===== config.mk =====
export PLATFORM = sky130hd
export DESIGN_NAME = bl_write_sequencer
export DESIGN_NICKNAME = d
export VERILOG_FILES = /design/src/rtl/bl_write_sequencer.sv
export SDC_FILE = /design/constraint.sdc
export NUM_CORES = 1
export LEC_CHECK = 0
export CAP_MARGIN = 25
export CORE_MARGIN = 5
export CORE_UTILIZATION = 48
export CTS_BUF_LIST = sky130_fd_sc_hd__clkbuf_4
export DETAILED_ROUTE_END_ITERATION = 12
export PLACE_DENSITY = 0.79
export SLEW_MARGIN = 25
export SYNTH_ARGS = -nofsm -noshare
export SYNTH_HDL_FRONTEND = slang
export SYNTH_SLANG_ARGS = --single-unit

===== constraint.sdc =====
create_clock -name i_clk -period 1.9 [get_ports i_clk]
set_clock_uncertainty 0.1 [all_clocks]
set_input_delay 0.38 -clock i_clk [delete_from_list [all_inputs] [get_ports i_clk]]
set_output_delay 0.38 -clock i_clk [all_outputs]
set_load 0.01 [all_outputs]

===== src/rtl/bl_write_sequencer.sv =====
// bl_write_sequencer
//   Command-driven sequencer for the 32-cell bit-line interface. It loads the
//   8-channel op-voltage DAC, waits SETTLE_CYC cycles, and then pulses
//   o_bl_pre_op_en (PRELOAD) or o_bl_addr_en (SINGLE/SWEEP) for PULSE_CYC
//   cycles, with a stable o_addr. Only one command executes at a time.
//
// Optional feature macro: BL_SEQ_ABORT_EN
//   When it is defined, the module has an i_abort input. Asserting i_abort
//   in an active state ends the command with done+err. Any enable pulse in
//   progress is cut short.
//
// Ports
//   i_clk, i_rst_n     clock; synchronous active-low reset
//   i_cmd_valid/op/addr/len/code, o_cmd_ready   command handshake
//   i_abort            (BL_SEQ_ABORT_EN only) abort the running command
//   o_dac_we/ch/code   DAC channel write strobe, channel and code
//   o_bl_pre_op_en     preload all cells
//   o_bl_addr_en       write the single cell at o_addr
//   o_addr             cell address
//   o_busy             state is not IDLE
//   o_done/o_err       one-cycle completion pulse and rejection flag
module bl_write_sequencer #(
  parameter int unsigned SETTLE_CYC = 4,
  parameter int unsigned PULSE_CYC  = 2
) (
  input  logic       i_clk,
  input  logic       i_rst_n,
  input  logic       i_cmd_valid,
  output logic       o_cmd_ready,
  input  logic [1:0] i_cmd_op,
  input  logic [4:0] i_cmd_addr,
  input  logic [5:0] i_cmd_len,
  input  logic [7:0] i_cmd_code,
`ifdef BL_SEQ_ABORT_EN
  input  logic       i_abort,
`endif
  output logic       o_dac_we,
  output logic [2:0] o_dac_ch,
  output logic [7:0] o_dac_code,
  output logic       o_bl_pre_op_en,
  output logic       o_bl_addr_en,
  output logic [4:0] o_addr,
  output logic       o_busy,
  output logic       o_done,
  output logic       o_err
);

  localparam int unsigned CNT_W = 8;
  localparam logic [1:0] OP_PRELOAD = 2'b01;
  localparam logic [1:0] OP_SINGLE  = 2'b10;
  localparam logic [1:0] OP_SWEEP   = 2'b11;

  typedef enum logic [2:0] {
    S_IDLE, S_LOAD, S_SETTLE, S_PULSE, S_NEXT, S_DONE
  } state_t;

  state_t           r_state;
  logic [1:0]       r_op;
  logic [5:0]       r_remain;
  logic [CNT_W-1:0] r_cnt;
  logic             r_cmd_ready;
  logic             r_dac_we;
  logic [2:0]       r_dac_ch;
  logic [7:0]       r_dac_code;
  logic             r_pre_en;
  logic             r_addr_en;
  logic [4:0]       r_addr;
  logic             r_busy;
  logic             r_done;
  logic             r_err;

  logic             w_cmd_bad;
  logic             w_active;
  logic             w_abort;
  logic [4:0]       w_addr_inc;

  // A reserved op, or a SWEEP with zero length, is rejected without any strobes.
  assign w_cmd_bad  = (i_cmd_op == 2'b00) || ((i_cmd_op == OP_SWEEP) && (i_cmd_len == 6'd0));
  assign w_active   = (r_state != S_IDLE) && (r_state != S_DONE);
  assign w_addr_inc = r_addr + 5'd1;

`ifdef BL_SEQ_ABORT_EN
  assign w_abort = i_abort;
`else
  assign w_abort = 1'b0;
`endif

  // Sequencer FSM with all outputs registered.
  always_ff @(posedge i_clk) begin
    if (!i_rst_n) begin
      r_state     <= S_IDLE;
      r_op        <= 2'b00;
      r_remain    <= 6'd0;
      r_cnt       <= '0;
      r_cmd_ready <= 1'b1;
      r_dac_we    <= 1'b0;
      r_dac_ch    <= 3'd0;
      r_dac_code  <= 8'd0;
      r_pre_en    <= 1'b0;
      r_addr_en   <= 1'b0;
      r_addr      <= 5'd0;
      r_busy      <= 1'b0;
      r_done      <= 1'b0;
      r_err       <= 1'b0;
    end else begin
      r_done <= 1'b0;
      if (w_abort && w_active) begin
        // Abort drops every strobe at once, so a pulse can only get shorter.
        r_state   <= S_DONE;
        r_dac_we  <= 1'b0;
        r_pre_en  <= 1'b0;
        r_addr_en <= 1'b0;
        r_done    <= 1'b1;
        r_err     <= 1'b1;
      end else begin
        case (r_state)
          S_IDLE: begin
            if (i_cmd_valid && r_cmd_ready) begin
              r_cmd_ready <= 1'b0;
              r_busy      <= 1'b1;
              r_op        <= i_cmd_op;
              r_remain    <= i_cmd_len;
              r_addr      <= i_cmd_addr;
              r_dac_code  <= i_cmd_code;
              if (w_cmd_bad) begin
                r_state <= S_DONE;
                r_done  <= 1'b1;
                r_err   <= 1'b1;
              end else begin
                r_state  <= S_LOAD;
                r_dac_we <= 1'b1;
                r_dac_ch <= (i_cmd_op == OP_PRELOAD) ? 3'd0 : i_cmd_addr[2:0];
              end
            end
          end
          S_LOAD: begin
            // PRELOAD walks all 8 channels; the other ops write one channel.
            if ((r_op == OP_PRELOAD) && (r_dac_ch != 3'd7)) begin
              r_dac_ch <= r_dac_ch + 3'd1;
            end else begin
              r_dac_we <= 1'b0;
              r_cnt    <= CNT_W'(SETTLE_CYC - 1);
              r_state  <= S_SETTLE;
            end
          end
          S_SETTLE: begin
            if (r_cnt == '0) begin
              r_state <= S_PULSE;
              r_cnt   <= CNT_W'(PULSE_CYC - 1);
              if (r_op == OP_PRELOAD) begin
                r_pre_en <= 1'b1;
              end else begin
                r_addr_en <= 1'b1;
              end
            end else begin
              r_cnt <= r_cnt - CNT_W'(1);
            end
          end
          S_PULSE: begin
            if (r_cnt == '0) begin
              r_pre_en  <= 1'b0;
              r_addr_en <= 1'b0;
              // The last sweep cell goes straight to DONE, so NEXT only appears between cells.
              if ((r_op == OP_SWEEP) && (r_remain > 6'd1)) begin
                r_remain <= r_remain - 6'd1;
                r_state  <= S_NEXT;
              end else begin
                r_remain <= 6'd0;
                r_state  <= S_DONE;
                r_done   <= 1'b1;
              end
            end else begin
              r_cnt <= r_cnt - CNT_W'(1);
            end
          end
          S_NEXT: begin
            // The address advances only after the enable has fallen.
            r_addr   <= w_addr_inc;
            r_dac_ch <= w_addr_inc[2:0];
            r_dac_we <= 1'b1;
            r_state  <= S_LOAD;
          end
          S_DONE: begin
            r_state     <= S_IDLE;
            r_err       <= 1'b0;
            r_busy      <= 1'b0;
            r_cmd_ready <= 1'b1;
          end
          default: r_state <= S_IDLE;
        endcase
      end
    end
  end

  assign o_cmd_ready    = r_cmd_ready;
  assign o_dac_we       = r_dac_we;
  assign o_dac_ch       = r_dac_ch;
  assign o_dac_code     = r_dac_code;
  assign o_bl_pre_op_en = r_pre_en;
  assign o_bl_addr_en   = r_addr_en;
  assign o_addr         = r_addr;
  assign o_busy         = r_busy;
  assign o_done         = r_done;
  assign o_err          = r_err;

endmodule


After elaboration in Yosys (flattened, before gate mapping)
Cells that the tools add are included.
- logic and storage cells: 110
- output and inout port bits: 23
- flip-flop bits (word level): 42
- magnitude comparators: 1
- add/sub/neg operators: 4
- reduce and logical (&&, ||, !) cells: 26
- equal/unequal tests: 20
- muxes and demuxes: 45
- operator list (operator ; number):
    3-bit two-way mux ; 9
    8-bit two-way mux ; 3
    8-bit case mux with 3 select lines ; 1
    2-bit != test, second input constant ; 10
    4-bit AND reduction ; 5
    6-bit two-way mux ; 3
    1-bit two-way mux ; 17
    3-bit case mux with 5 select lines ; 1
    1-bit case mux with 2 select lines ; 6
    6-bit case mux with 2 select lines ; 1
    5-bit case mux with 2 select lines ; 1
    3-bit case mux with 3 select lines ; 1
    3-bit AND reduction ; 3
    8-bit zero test ; 1
    2-bit nonzero test ; 4
    8-bit by 1-bit subtractor with 8-bit output, second input constant ; 1
    3-bit by 2-bit == test with 1-bit output, second input constant ; 2
    3-bit == test, second input constant ; 2
    6-bit by 1-bit greater-than comparator with 1-bit output, second input constant ; 1
    6-bit zero test ; 1
    2-bit AND reduction ; 3
    3-bit nonzero test ; 2
    6-bit by 1-bit subtractor with 6-bit output, second input constant ; 1
    5-bit by 1-bit adder with 5-bit output, second input constant ; 1
    11 further kinds ; 16

Longest topological paths before layout
- depth in word-level cells: 6
- gate-level depth with buffers: 8
- depth with buffers taken out: 6

Least setup slack after synthesis
Ideal clock, no wire load.
- path kind: register to register
- from: reg r_dac_ch[0], in the netlist o_dac_ch[0]
- to: reg r_cnt[2]
- period minus slack after synthesis: 2025 ps
- stages on the path, launching flop included: 7
- library setup time: 70 ps
- slack: -125 ps
- data required time: 1730 ps
- data arrival time: 1855 ps
- buffers on the path: 0
- cell sequence: dfxtp_1 -> ha_1 -> ha_1 -> or3b_2 -> o32a_1 -> a31o_2 -> a21oi_1
- word-level cells in the longest chain between the ends: 4
- ends and longest elaborated chain (item ; RTL line ; text):
    start, declared ; 63 ; logic [2:0] r_dac_ch;
    start signal, assigned ; 132 ; r_dac_ch <= (i_cmd_op == OP_PRELOAD) ? 3'd0 : i_cmd_addr[2:0];
    start signal, assigned ; 139 ; r_dac_ch <= r_dac_ch + 3'd1;
    start signal, assigned ; 179 ; r_dac_ch <= w_addr_inc[2:0];
    3-bit != test ; 138 ; if ((r_op == OP_PRELOAD) && (r_dac_ch != 3'd7)) begin
    1-bit logical AND ; 138 ;
    2-bit != test (no source line) ; - ;
    3-bit AND reduction (no source line) ; - ;
    end signal, assigned ; 142 ; r_cnt <= CNT_W'(SETTLE_CYC - 1);
    end signal, assigned ; 149 ; r_cnt <= CNT_W'(PULSE_CYC - 1);
    end signal, assigned ; 156 ; r_cnt <= r_cnt - CNT_W'(1);
    end, declared ; 60 ; logic [CNT_W-1:0] r_cnt;
Every way passes these cells.
A chain may end at the register's enable or synchronous reset.

Worst setup path after layout
- from: reg r_cnt[3]
- to: reg r_cnt[7]
- word-level cells in the longest chain between the ends: 3
- ends and longest elaborated chain (item ; RTL line ; text):
    8-bit by 1-bit subtractor with 8-bit output / 8-bit zero test (equally long branches) ; - ;
    8-bit two-way mux (tied with other cells) ; 160 ; if (r_cnt == '0) begin
    8-bit case mux with 3 select lines / 3-bit AND reduction (equally long branches) ; - ;
Several ways; a longest one is shown, not always the timed one. The select of a mux whose other input is x is not followed.

==> results.yml <==
clock_tree:
  htreeDepth: 2
  cts_tree: "built"
  cts_sinks: 42
  cts.reportedPaths.clkPinSlew_ns: 0.14
  cts_buffer_depth: 2
  cts_buffers: 5
  clk_latency_ns: 0.35
  cts_hold_buf: 0
  cts-root-buf: "clkbuf_4"
die:
  core_um2: 4660
  initial_core_util_pct: 48.8
  dieWidth_um: 78.9
  row_count: 25
  pin_count: 47
  die_h_um: 78.9
  die-area_um2: 6220
timing:
  timing.final.crit_share_pct: 105
  rsz0062_at_grt: "true"
  fmaxAchievable_mhz: 503
  finalCriticalPeriod_ns: 1.99
  fin_ws_ns: -0.0880
  finalHoldViolations: 0
  slew_headroom_pct: 69.4
  setup_viol: 16
  whs_ns: 0.366
  drv_slew: 0
  tightest_slew_ns: 0.459
detailed_routing:
  drt-pass1-iter-count: 4
  avgRoutedWirePerCell_um: 15.5
  drtIter0Drc: 212
  vias: 2463
  routed_wirelength_mm: 6.67
  via_per_inst: 5.73
  drc: 0
  drtAntennaViolNets: 0
synth:
  synth_nets: 312
  synth_seq_cells: 42
  ys_seq_area_share_pct: 36.9
  synth_edf_count: 0
  synth_largest_area_cell: "dfxtp_1"
  synth_top_area_share_pct: 36.9
  syn_area_um2: 2280
  synth_compound_area_share_pct: 24.8
  synth_fa_ha_area_share_pct: 3.85
  synth-main-ff-cell: "dfxtp_1"
  synthArstFlopShare_pct: 0
  synthMuxAreaShare_pct: 1.32
  synthXorXnorAreaFrac_pct: 1.54
  synth_top_family_by_area: "simple AND/OR/NAND/NOR gates"
  ys_warn_count: 0
  synth_area_leaders: "dfxtp_1 (37%), a21oi_1 (7.5%), nand2_1 (5.8%)"
  synth.distinct_cells: 52
  synth_cells: 281
  syn_area_per_cell_um2: 8.10
  synthSimpleGateAreaFrac_pct: 26.3
hold_path:
  holdPathStages: 2
  hold_start: "o_dac_code[0]$_SDFFE_PN0P_"
  worstHoldPathType: "reg2reg"
placement:
  dp_hpwl_mm: 4.98
  place.gp.congestion: 0.897
  place_area_um2: 3190
  portBuffers: 46
grt:
  grt-ovfl-total: 0
  track_usage_pct: 22.3
  grt_max_degree: 20
  grt_antenna_before_repair: 0
  grt_pass1_vias: 2408
  grt_pass1_wl_mm: 11.2
status:
  outcome: "finished, violations left"
  failed_checks: "setup timing"
worst_setup_path:
  cp-start-kind: "flop"
  crit_fanout: 3
  worstPathRequired_ns: 2.10
  reg2reg_from: "r_cnt[3]$_SDFFE_PN0P_"
  r2r_cells: 4
  startpoint: "r_cnt[3]$_SDFFE_PN0P_"
  path_class: "reg2reg"
  end_kind: "flop"
  arrival_ns: 2.19
power_and_ir_drop:
  peakVddDrop_v: 0.000810
  leakagePower_nw: 1.40
  power.density_nw_per_um2: 1450
finish:
  final_nets: 406
  finalCoreUtilization_pct: 73.4
  fill_cells: 356
  seq_area_um2: 851
  drive_above_1_share_pct: 27.7
  multi_input_area_um2: 1440
  layout_common_cells: "buf_4 (54), clkdlybuf4s50_1 (45), nand2_1 (35)"
  final_area_um2: 3420
  mostFrequentLayoutCell: "buf_4"
  antennaDiodeCount: 0
  syn_to_final_growth_pct: 50.2
flow_run:
  drv_cap: 0
==> cell usage after synthesis (3+ instances only) <==
library cell,count
a32o_1,3
or3b_2,5
o22ai_1,5
a21oi_1,34
ha_1,7
and2_1,7
nand3b_1,3
clkbuf_1,13
mux2i_1,3
o21ai_0,13
inv_1,12
or4_1,10
xnor2_1,3
or3_1,6
nor2_1,12
nor3b_1,3
nor3_1,6
nor4_1,3
o31ai_1,11
dfxtp_1,42
nand2_1,35
nor4b_1,3
a211oi_1,3
==> final timing paths <==
check / slack [ns] / endpoint
setup / recovery: -0.09 / r_cnt[7]$_SDFFE_PN0P_
hold / removal: 0.37 / o_dac_code[0]$_SDFFE_PN0P_
setup reg to reg: -0.09 / r_cnt[7]$_SDFFE_PN0P_
hold reg to reg: 0.37 / o_dac_code[0]$_SDFFE_PN0P_
==> sequential cells by signal, summed over array words and instances (netlist names) <==
name            cells
o_addr              5
o_bl_addr_en        1
o_bl_pre_op_en      1
o_busy              1
o_cmd_ready         1
o_dac_ch            3
o_dac_code          8
o_dac_we            1
o_done              1
o_err               1
r_cnt               8
r_op                2
r_remain            6
r_state             3
==> kinds of logic after synthesis <==
| kind of cell | count (synthesis) |
|---|---|
| AO/OA/AOI/OAI | 88 |
| XOR/XNOR | 4 |
| adder cells (fa/ha/maj) | 7 |
| buffers and inverters | 30 |
| flip-flops | 42 |
| multiplexers | 3 |
| AND/OR/NAND/NOR | 107 |
==> layout make-up <==
class	count	area share, %
clock buffers	6	1.32
well taps	54	1.98
clock inverters	2	1.10
multi-input cells	209	42.1
flip-flops and latches	42	24.9
inverters	12	1.32
repair buffers	105	27.3
==> stage by stage <==
| stage | TNS [ns] | std cells | total power [mW] | worst slack (ns) |
|---|---|---|---|---|
| after floorplan | -0.150 | 281 | 2.84 | -0.0702 |
| after global placement | -3.13 | 420 | 3.92 | -0.323 |
| after detailed placement | -3.44 | 420 | 4.01 | -0.338 |
| after CTS | -0.368 | 429 | 4.79 | -0.0814 |
| after global routing | -1.99 | 430 | 5.33 | -0.164 |
| final | -0.740 | 430 | 4.96 | -0.0880 |
==> metal layers <==
| layer | part of all wire (%) | track usage [%] | up-vias |
|---|---|---|---|
| met5 | 0 | 0 | - |
| met3 | 6.6 | 5.22 | 12 |
| met4 | 1.7 | 5.67 | 0 |
| met2 | 49 | 38.5 | 78 |
| li1 | - | - | 1225 |
| met1 | 43 | 28.0 | 1148 |
==> timing repair <==
item	in CTS	in global routing
pin swaps	7	1
resized for setup	18	14
setup endpoints to repair	21	29
buffers inserted	1	1
==> power breakdown <==
part	switching [mW]	total [mW]	internal (mW)
clock network	0.302	0.594	0.292
registers	0.191	1.34	1.15
logic	1.47	3.03	1.56
==> critical path, cell delays in order, from the launching register on <==
cell     delay (ns)
dfxtp_2        0.34
or4_4          0.54
or4_4          0.43
or4_1          0.40
a21oi_1        0.12
No activity file was read; power rests on OpenSTA's default activity.
